===== config.mk =====
export PLATFORM = sky130hd
export DESIGN_NAME = program_sequencer
export DESIGN_NICKNAME = d
export VERILOG_FILES = /design/src/rtl/prog_seq_pkg.sv /design/src/rtl/prog_loop_stack.sv /design/src/rtl/program_sequencer.sv
export SDC_FILE = /design/constraint.sdc
export NUM_CORES = 1
export LEC_CHECK = 0
export ABC_AREA = 1
export ABC_CLOCK_PERIOD_IN_PS = 2300
export CORE_UTILIZATION = 38
export CTS_CLUSTER_SIZE = 16
export DETAILED_ROUTE_END_ITERATION = 10
export PLACE_DENSITY = 0.83
export SYNTH_ARGS = -nofsm -noshare
export SYNTH_HDL_FRONTEND = slang
export SYNTH_SLANG_ARGS = --single-unit

===== constraint.sdc =====
create_clock -name clk -period 2.3 [get_ports clk]
set_input_delay 0.23 -clock clk [delete_from_list [all_inputs] [get_ports clk]]
set_output_delay 0.23 -clock clk [all_outputs]
set_load 0.02 [all_outputs]

===== src/rtl/prog_seq_pkg.sv =====
// -----------------------------------------------------------------------------
// prog_seq_pkg
// Shared constants and types for the program sequencer.
//   ADDR_W_DEF     : default instruction-memory address width
//   CNT_W_DEF      : default loop repeat-count width
//   LOOP_DEPTH_DEF : default number of nested loop frames
//   frame_t        : loop frame {ret, cnt} at the default widths
// No ports (package).
// -----------------------------------------------------------------------------
package prog_seq_pkg;

   localparam int ADDR_W_DEF     = 10;
   localparam int CNT_W_DEF      = 8;
   localparam int LOOP_DEPTH_DEF = 4;

   // ret : address of the first instruction of the loop body
   // cnt : extra repeats still to run (body runs cnt+1 times in total)
   typedef struct packed {
      logic [ADDR_W_DEF-1:0] ret;
      logic [CNT_W_DEF-1:0]  cnt;
   } frame_t;

endpackage : prog_seq_pkg


===== src/rtl/prog_loop_stack.sv =====
// -----------------------------------------------------------------------------
// prog_loop_stack
// LIFO of loop frames {ret, cnt} for the program sequencer.
// Ports:
//   clk, rst_n            : clock, asynchronous active-low reset
//   clear_i               : synchronous empty (all frames invalidated)
//   push_i, push_ret_i,
//   push_cnt_i            : push a new frame (ignored when full)
//   pop_i                 : drop the top frame (ignored when empty)
//   dec_i                 : decrement the top frame's count (ignored when empty)
//   top_ret_o, top_cnt_o  : contents of the top frame (0 when empty)
//   full_o, empty_o       : occupancy flags
//   level_o               : number of valid frames
// Only one of push/pop/dec is expected per cycle; priority is clear > push >
// pop > dec.
// -----------------------------------------------------------------------------
module prog_loop_stack
   import prog_seq_pkg::*;
#(
   parameter int ADDR_W = ADDR_W_DEF,
   parameter int CNT_W  = CNT_W_DEF,
   parameter int DEPTH  = LOOP_DEPTH_DEF
) (
   input  logic                         clk,
   input  logic                         rst_n,
   input  logic                         clear_i,
   input  logic                         push_i,
   input  logic [ADDR_W-1:0]            push_ret_i,
   input  logic [CNT_W-1:0]             push_cnt_i,
   input  logic                         pop_i,
   input  logic                         dec_i,
   output logic [ADDR_W-1:0]            top_ret_o,
   output logic [CNT_W-1:0]             top_cnt_o,
   output logic                         full_o,
   output logic                         empty_o,
   output logic [$clog2(DEPTH+1)-1:0]   level_o
);

   localparam int LW = $clog2(DEPTH+1);

   logic [ADDR_W-1:0] ret_q [DEPTH];
   logic [CNT_W-1:0]  cnt_q [DEPTH];
   logic [LW-1:0]     level_q;
   logic [LW-1:0]     top_idx;

   // When empty, top_idx wraps to all-ones, which matches no slot.
   assign top_idx = level_q - LW'(1);
   assign full_o  = (level_q == LW'(DEPTH));
   assign empty_o = (level_q == '0);
   assign level_o = level_q;

   always_comb begin
      top_ret_o = '0;
      top_cnt_o = '0;
      for (int i = 0; i < DEPTH; i++) begin
         if (top_idx == LW'(i)) begin
            top_ret_o = ret_q[i];
            top_cnt_o = cnt_q[i];
         end
      end
   end

   always_ff @(posedge clk or negedge rst_n) begin
      if (!rst_n) begin
         level_q <= '0;
         for (int i = 0; i < DEPTH; i++) begin
            ret_q[i] <= '0;
            cnt_q[i] <= '0;
         end
      end else if (clear_i) begin
         level_q <= '0;
      end else if (push_i && !full_o) begin
         for (int i = 0; i < DEPTH; i++) begin
            if (level_q == LW'(i)) begin
               ret_q[i] <= push_ret_i;
               cnt_q[i] <= push_cnt_i;
            end
         end
         level_q <= level_q + LW'(1);
      end else if (pop_i && !empty_o) begin
         level_q <= level_q - LW'(1);
      end else if (dec_i && !empty_o) begin
         for (int i = 0; i < DEPTH; i++) begin
            if (top_idx == LW'(i)) begin
               cnt_q[i] <= cnt_q[i] - CNT_W'(1);
            end
         end
      end
   end

endmodule : prog_loop_stack


===== src/rtl/program_sequencer.sv =====
// -----------------------------------------------------------------------------
// program_sequencer
// Program counter for the instruction memory with absolute jumps, restart and
// (optionally) hardware nested loops.
// Configuration macro: PROGSEQ_LOOP_STACK_EN
//   defined   : loop_start/loop_end drive a LOOP_DEPTH-deep frame stack
//   undefined : no stack; loop strobes are ignored, loop_level/err_* tie to 0
// Ports:
//   clk, rst_n            : clock, asynchronous active-low reset
//   pc_en                 : qualifies jump/loop/advance for this cycle
//   model_done, base_addr : restart to base_addr (independent of pc_en)
//   jump_valid, jump_addr : absolute jump
//   loop_start, loop_cnt  : open a loop whose body runs loop_cnt+1 times
//   loop_end              : current instruction closes the innermost loop
//   instr_addr            : registered instruction address
//   loop_level            : current stack occupancy
//   err_ovf, err_unf      : sticky overflow/underflow flags (cleared on restart)
// Per-cycle priority: model_done > jump_valid > loop_end > loop_start > advance.
// -----------------------------------------------------------------------------
module program_sequencer
   import prog_seq_pkg::*;
#(
   parameter int ADDR_W     = ADDR_W_DEF,
   parameter int LOOP_DEPTH = LOOP_DEPTH_DEF,
   parameter int CNT_W      = CNT_W_DEF
) (
   input  logic                              clk,
   input  logic                              rst_n,
   input  logic                              pc_en,
   input  logic                              model_done,
   input  logic [ADDR_W-1:0]                 base_addr,
   input  logic                              jump_valid,
   input  logic [ADDR_W-1:0]                 jump_addr,
   input  logic                              loop_start,
   input  logic [CNT_W-1:0]                  loop_cnt,
   input  logic                              loop_end,
   output logic [ADDR_W-1:0]                 instr_addr,
   output logic [$clog2(LOOP_DEPTH+1)-1:0]   loop_level,
   output logic                              err_ovf,
   output logic                              err_unf
);

   logic [ADDR_W-1:0] addr_q, addr_d;
   logic [ADDR_W-1:0] addr_inc;

   // Natural modulo wrap: all-ones + 1 = 0.
   assign addr_inc   = addr_q + ADDR_W'(1);
   assign instr_addr = addr_q;

`ifdef PROGSEQ_LOOP_STACK_EN

   logic              err_ovf_q, err_ovf_d;
   logic              err_unf_q, err_unf_d;
   logic              stk_clear, stk_push, stk_pop, stk_dec;
   logic              stk_full, stk_empty;
   logic [ADDR_W-1:0] stk_top_ret;
   logic [CNT_W-1:0]  stk_top_cnt;

   prog_loop_stack #(
      .ADDR_W (ADDR_W),
      .CNT_W  (CNT_W),
      .DEPTH  (LOOP_DEPTH)
   ) u_stack (
      .clk        (clk),
      .rst_n      (rst_n),
      .clear_i    (stk_clear),
      .push_i     (stk_push),
      .push_ret_i (addr_inc),
      .push_cnt_i (loop_cnt),
      .pop_i      (stk_pop),
      .dec_i      (stk_dec),
      .top_ret_o  (stk_top_ret),
      .top_cnt_o  (stk_top_cnt),
      .full_o     (stk_full),
      .empty_o    (stk_empty),
      .level_o    (loop_level)
   );

   always_comb begin
      addr_d    = addr_q;
      err_ovf_d = err_ovf_q;
      err_unf_d = err_unf_q;
      stk_clear = 1'b0;
      stk_push  = 1'b0;
      stk_pop   = 1'b0;
      stk_dec   = 1'b0;
      if (model_done) begin
         addr_d    = base_addr;
         stk_clear = 1'b1;
         err_ovf_d = 1'b0;
         err_unf_d = 1'b0;
      end else if (pc_en) begin
         if (jump_valid) begin
            addr_d = jump_addr;
         end else if (loop_end) begin
            // loop_end shadows a simultaneous loop_start entirely.
            if (stk_empty) begin
               err_unf_d = 1'b1;
               addr_d    = addr_inc;
            end else if (stk_top_cnt != '0) begin
               stk_dec = 1'b1;
               addr_d  = stk_top_ret;
            end else begin
               stk_pop = 1'b1;
               addr_d  = addr_inc;
            end
         end else if (loop_start) begin
            if (stk_full) begin
               err_ovf_d = 1'b1;
            end else begin
               stk_push = 1'b1;
            end
            addr_d = addr_inc;
         end else begin
            addr_d = addr_inc;
         end
      end
   end

   always_ff @(posedge clk or negedge rst_n) begin
      if (!rst_n) begin
         addr_q    <= '0;
         err_ovf_q <= 1'b0;
         err_unf_q <= 1'b0;
      end else begin
         addr_q    <= addr_d;
         err_ovf_q <= err_ovf_d;
         err_unf_q <= err_unf_d;
      end
   end

   assign err_ovf = err_ovf_q;
   assign err_unf = err_unf_q;

`else

   // Loop strobes have no effect in this build.
   logic unused_loop_inputs;
   assign unused_loop_inputs = ^{loop_start, loop_end, loop_cnt};

   always_comb begin
      addr_d = addr_q;
      if (model_done) begin
         addr_d = base_addr;
      end else if (pc_en) begin
         addr_d = jump_valid ? jump_addr : addr_inc;
      end
   end

   always_ff @(posedge clk or negedge rst_n) begin
      if (!rst_n) begin
         addr_q <= '0;
      end else begin
         addr_q <= addr_d;
      end
   end

   assign loop_level = '0;
   assign err_ovf    = 1'b0;
   assign err_unf    = 1'b0;

`endif

endmodule : program_sequencer


==> results of run 1 <==
[cell usage after synthesis, drive strengths merged]
cell	number	area, um^2
or2	1	6.260
xnor2	2	17.52
buf	7	53.80
mux2i	1	10.01
nand2	31	116.4
o211ai	2	15.01
dfrtp	10	250.2
nor2	19	81.33
a22oi	8	60.06
clkbuf	1	13.76
ha	1	12.51
inv	10	37.54
o21ai	7	35.03
conb	1	3.750
xor2	1	8.760
nand3	10	60.06
[layout make-up]
| cell class | instances | area (um^2) |
|---|---|---|
| Sequential cell | 10 | 250.2 |
| Fill cell | 188 | 794.5 |
| Inverter | 10 | 37.54 |
| Tap cell | 27 | 33.78 |
| Clock buffer | 4 | 36.28 |
| Timing Repair Buffer | 35 | 347.8 |
| Multi-Input combinational cell | 88 | 441.7 |
[power by group]
| part | internal, mW | switching [mW] | leakage, nW | total (mW) |
|---|---|---|---|---|
| logic | 0.103 | 0.0991 | 0.379 | 0.202 |
| registers | 0.195 | 0.0300 | 0.120 | 0.225 |
| clock network | 0.0962 | 0.0685 | 0.0210 | 0.165 |
[cells in the final DEF (no fill, tap or decap)]
master,synthesis,routed
clkdlybuf4s50_1,0,34
nand2_1,31,31
nor2_1,17,17
inv_1,10,10
dfrtp_1,10,10
nand3_1,8,8
a22oi_1,8,8
o21ai_0,7,7
conb_1,1,5
clkbuf_4,0,3
nand3_2,2,2
xnor2_1,2,2
o211ai_1,2,2
nor2_4,1,1
or2_1,1,1
nor2_2,1,1
xor2_1,1,1
mux2i_1,1,1
ha_1,1,1
clkbuf_8,1,1
buf_4,5,1
[worst register-to-register path: cells and delay by family (launching register included)]
family                     cells  cell delay (ps)
and+or+nand+nor                7              580
DFF                            1              440
adders and majority gates      1              230
[cell families (layout without fill, tap and decap cells)]
group,count (synthesis),in the layout,share of synthesized area [%]
and+or+nand+nor,61,61,33.76
adders and majority gates,1,1,1.600
buffers and inverters,18,49,13.44
DFF,10,10,32.00
other,1,5,0.4795
AOI/OAI and AO/OA,17,17,14.08
muxes,1,1,1.280
xor gates and xnor gates,3,3,3.361
[metrics by stage]
stage	power [mW]	setup slack (ps)	hold slack, ps	utilization [%]	std cells
2_1_floorplan	0.3333	958.6	-65.59	-	116
3_3_place_gp	0.4220	694.5	537.2	57.22	170
5_1_grt	0.6298	615.4	314.3	59.09	174
3_5_place_dp	0.4279	666.9	552.1	57.22	170
4_1_cts	0.5972	668.3	305.5	59.09	174
6_report	0.5912	682.2	293.1	59.09	174
[per-layer routing]
metal	vias up	global-route usage [%]	routed length [um]
met2	42	38.08	1122
met1	406	23.43	805
li1	423	-	-
met4	0	8.000	2
met3	2	3.462	176
met5	-	0	0
[final timing paths]
path	from	to	slack [ps]	depth (start not counted)
min	rst_n	instr_addr[5]	290	1
max in group asynchronous	rst_n	instr_addr[4]	1660	1
min in group clk	base_addr[0]	instr_addr[0]	530	3
max	instr_addr[2]	instr_addr[2]	680	1
min reg2reg	instr_addr[9]	instr_addr[9]	570	2
max reg2reg	instr_addr[0]	instr_addr[8]	950	8
==> out/metrics.yaml, run 1 <==
detailed_routing:
  vias_per_cell: 5.017
  vias: 873
  first_pass_iters: 5
  postRouteAntennaNets: 0
  post-route-drc-count: 0
  routedWlPerCell_um: 12.11
  finalWirelength_um: 2107
  detail_route.iter0.violations: 23
final_layout:
  stdcell_area_mm2: 0.001147
  nets: 184
  flow.area_growth_from_synthesis_pct: 46.72
  n_antenna_cell: 0
  final_layout_size_suffix_gt1_share_pct: 6.122
  largest_reg_flops: 10
timing:
  relSlewSlack_pct: 66.00
  rsz0062_at_grt: "false"
  min_period_over_period_pct: 70.34
  worstMarginPinSlew_ps: 508.5
  period_needed_ps: 1618
  fmax_mhz: 618.1
  hold_viol_final: 0
  skew_ps: 5.374
  setup_tns_ps: 0
  finalSetupViolations: 0
  slew_violations: 0
place:
  port_buffers: 34
  place_area_mm2: 0.001111
  place.gp.congestion: 0.7657
  dpl.hpwl_um: 1542
die:
  io_pins: 50
  coreArea_mm2: 0.001942
  initial_core_util_pct: 40.27
  fp-row-count: 16
  die_area_mm2: 0.002243
  die_w_um: 47.37
  fp.dieH_um: 47.37
clock_tree:
  cts_buffers: 3
  numClockSinks: 10
  clock_path_buffers: 2
  clk_pin_slew_ps: 80
  ctsHtreeMaxLevel: 1
  ctsHoldBuffers: 0
  cts_resized: 0
  clock_latency_ps: 270
  root_buffer: "clkbuf_4"
  cts_setup_buffers: 0
  cts_tree: "yes"
setup_path:
  crit_slowest_cell: "clkdlybuf4s50_1"
  max_stage_delay_ps: 650
  worst_ep_arrival_time_ps: 1390
  start_kind: "flip-flop"
  crit_chain: "clkdlybuf4s50_1"
  path_max_fanout: 5
  cp-end-kind: "output port"
  critPathTopFamily: "buffers and inverters"
  crit_buf_inv: 1
  path_class: "reg -> out"
  crit_required_ps: 2070
logic_synthesis:
  yosys_warnings: 0
  mappedNetlistArea_um2: 782.0
  ys_ff_latch: 10
  synth-seq-area-share_pct: 32.00
  synth_cell_types: 21
  syn_area_per_cell_um2: 6.982
  synthCells: 112
global_routing:
  grt_max_degree: 16
  grt_pass1_wl_um: 3208
  grt_use_total_pct: 20.69
  grt_pass1_vias: 792
  grt_overflow: 0
  antenna_found_initial: 0
pwr:
  peakVddDrop_uv: 244.5
  power_density_mw_per_mm2: 515.2
  p_leak_nw: 0.5207
run:
  cap_violations: 0
run_status:
  status: "completed"
min_path:
  holdCritPathClass: "in -> async"
No activity file was read; power rests on OpenSTA's default activity.
==> run 2: changes to the inputs <==
--- a/config.mk
+++ b/config.mk
@@ -6,11 +6,11 @@
 export NUM_CORES = 1
 export LEC_CHECK = 0
 export ABC_AREA = 1
-export ABC_CLOCK_PERIOD_IN_PS = 2300
-export CORE_UTILIZATION = 38
+export ABC_CLOCK_PERIOD_IN_PS = 1450
+export CORE_UTILIZATION = 32
 export CTS_CLUSTER_SIZE = 16
 export DETAILED_ROUTE_END_ITERATION = 10
-export PLACE_DENSITY = 0.83
+export PLACE_DENSITY = 0.75
 export SYNTH_ARGS = -nofsm -noshare
 export SYNTH_HDL_FRONTEND = slang
 export SYNTH_SLANG_ARGS = --single-unit
==> constraint.sdc (replaced) <==
create_clock -name clk -period 1.45 [get_ports clk]
set_input_delay 0.145 -clock clk [delete_from_list [all_inputs] [get_ports clk]]
set_output_delay 0.145 -clock clk [all_outputs]
set_load 0.02 [all_outputs]
==> run 2 against run 1 <==
Global-route usage shrank 3.8 points. Register-to-register slack lost 800 ps. Utilization shrank 8.3 points. Sequential share of layout area grew 0.16 points. Critical path depth grew 7. Critical path type is now reg -> reg.
==> out/metrics.yaml, run 2 (synthesis results as in run 1) <==
detailed_routing:
  post-route-drc-count: 0  # unchanged
  vias: 839  # -3.9%
  first_pass_iters: 4  # -1
  postRouteAntennaNets: 0  # unchanged
  finalWirelength_um: 2047  # -2.8%
  vias_per_cell: 4.767  # -5.0%
  detail_route.iter0.violations: 17  # -26%
  routedWlPerCell_um: 11.63  # -4.0%
final_layout:
  n_antenna_cell: 0  # unchanged
  flow.area_growth_from_synthesis_pct: 46.40
  stdcell_area_mm2: 0.001145  # -0.22%
  nets: 186  # +1.1%
  final_common_cell: "nand2_1"
  finish.utilization_pct: 50.78  # -8.3 points
  largest_reg_flops: 10  # unchanged
  final_layout_size_suffix_gt1_share_pct: 8.108  # +2.0 points
  fin_cells: 176  # +1.1%
  layout_common_cells: "nand2_1, clkdlybuf4s50_1, nor2_1, inv_1"
timing:
  hold_viol_final: 0  # unchanged
  period_needed_ps: 1296
  min_period_over_period_pct: 89.38
  fmax_mhz: 771.6
  slew_violations: 0  # unchanged
  rsz0062_at_grt: "false"
  skew_ps: 2.377  # -2.997 ps
  layout_setup_ws_ps: 154.0  # -528.2 ps
  setup_tns_ps: 0  # unchanged
  finalSetupViolations: 0  # unchanged
  hold_slack_ps: 212.6  # -80.52 ps
place:
  place_inst: 173  # +1.8%
  port_buffers: 34  # unchanged
  place.gp.congestion: 0.8134  # +6.2%
  place_area_mm2: 0.001127  # +1.5%
  dp_slack_ps: 47.14  # -619.8 ps
  dpl.hpwl_um: 1502  # -2.6%
global_routing:
  antenna_found_initial: 0  # unchanged
  grt_use_total_pct: 16.85  # -3.8 points
  grt_max_degree: 12  # -4
  grt_pass1_wl_um: 3318  # +3.4%
  grt_pass1_vias: 738  # -6.8%
  grt_overflow: 0  # unchanged
run:
  cap_violations: 0  # unchanged
clock_tree:
  numClockSinks: 10  # unchanged
  clock_path_buffers: 2  # unchanged
  ctsHtreeMaxLevel: 1  # unchanged
  cts_tree: "yes"
  clk_pin_slew_ps: 70  # about the same
  root_buffer: "clkbuf_4"
  clock_latency_ps: 260  # about the same
  cts_buffers: 3  # unchanged
setup_path:
  worst_ep_arrival_time_ps: 1450  # +60 ps
  crit_required_ps: 1600  # -470 ps
  path_max_fanout: 4  # -1
  start_kind: "flip-flop"
  path_class: "reg -> reg"
  cp-end-kind: "flip-flop"
die:
  initial_core_util_pct: 34.68  # -5.6 points
  fp.dieH_um: 51.44  # +8.6%
  die_area_mm2: 0.002646  # +18%
  die_w_um: 51.44  # +8.6%
  io_pins: 50  # unchanged
  fp-row-count: 17  # +1
  coreArea_mm2: 0.002255  # +16%
run_status:
  status: "completed"
pwr:
  p_leak_nw: 0.5479  # +5.2%
  clockPowerShare_pct: 22.5  # -5.4 points
  p_sw_share_pct: 34.92  # +1.5 points
  p_comb_share_pct: 35.6  # +1.5 points
  p_switching_mw: 0.2966  # +50%
  p_int_mw: 0.5527  # +40%
  fin_total_pwr_mw: 0.8493  # +44%
  power_density_mw_per_mm2: 741.9  # +44%
  peakVddDrop_uv: 332.6  # +36%
  seqPwrFrac_pct: 41.9  # +3.9 points
min_path:
  holdCritPathClass: "in -> async"
run 2: cell types whose count changed in the layout (fill, tap and decap cells not counted), sizes merged:
cell / change
dlymetal6s2s: +1
clkdlybuf4s50: -10
dlygate4sd2: +9
clkbuf: -1
buf: +2
run 2: worst max-delay path, cell delays in order, from the launching register on:
cell and delay [ps]:
dfrtp_1 410, ha_2 230, nand3_2 120, nor2_2 150
nand2_1 60, nand2_1 50, nand3_1 60, nand2_1 60
nand2_1 50
run 2: what timing repair did:
item | CTS | global route
endpoints found under the hold margin | 0 | 0
hold buffers | 0 | 0
setup buffers | 0 | 0
endpoints found under the setup margin | 9 | 2
gates resized for setup | 9 | 3
run 2: final timing paths:
check / startpoint / end / slack, ps / depth (start not counted)
worst max-delay path: instr_addr[1] / instr_addr[8] / 150 / 8
worst min-delay path: rst_n / instr_addr[4] / 210 / 1
max in group asynchronous: rst_n / instr_addr[0] / 880 / 1
min in group clk: base_addr[1] / instr_addr[1] / 460 / 3
worst max register to register: instr_addr[1] / instr_addr[8] / 150 / 8
worst min register to register: instr_addr[9] / instr_addr[9] / 560 / 2
run 2: final cells by class:
cell class / instances / area (um^2)
fill: 235 / 1110
multi-input combinational: 88 / 444.2
timing repair buffer: 37 / 354.1
sequential: 10 / 251.5
inverter: 10 / 37.54
tap: 28 / 35.03
clock buffer: 3 / 22.52
run 2: per-layer routing:
metal | wire length [um] | part of all wire [%] | vias to the layer above | GRT usage (%)
li1 | - | - | 426 | -
met1 | 960 | 47 | 381 | 23.73
met2 | 962 | 47 | 30 | 25.97
met3 | 102 | 5.0 | 2 | 0.8929
met4 | 21 | 1.0 | 0 | 8.108
met5 | 0 | 0 | - | 0
run 2: power by group through the flow:
stage | clock network (mW) | registers [mW] | logic, mW
final | 0.191 | 0.356 | 0.302
after global routing | 0.211 | 0.363 | 0.333
after CTS | 0.199 | 0.355 | 0.305
after detailed placement | 0 | 0.360 | 0.321
after global placement | 0 | 0.360 | 0.317
after floorplan | 0 | 0.390 | 0.139
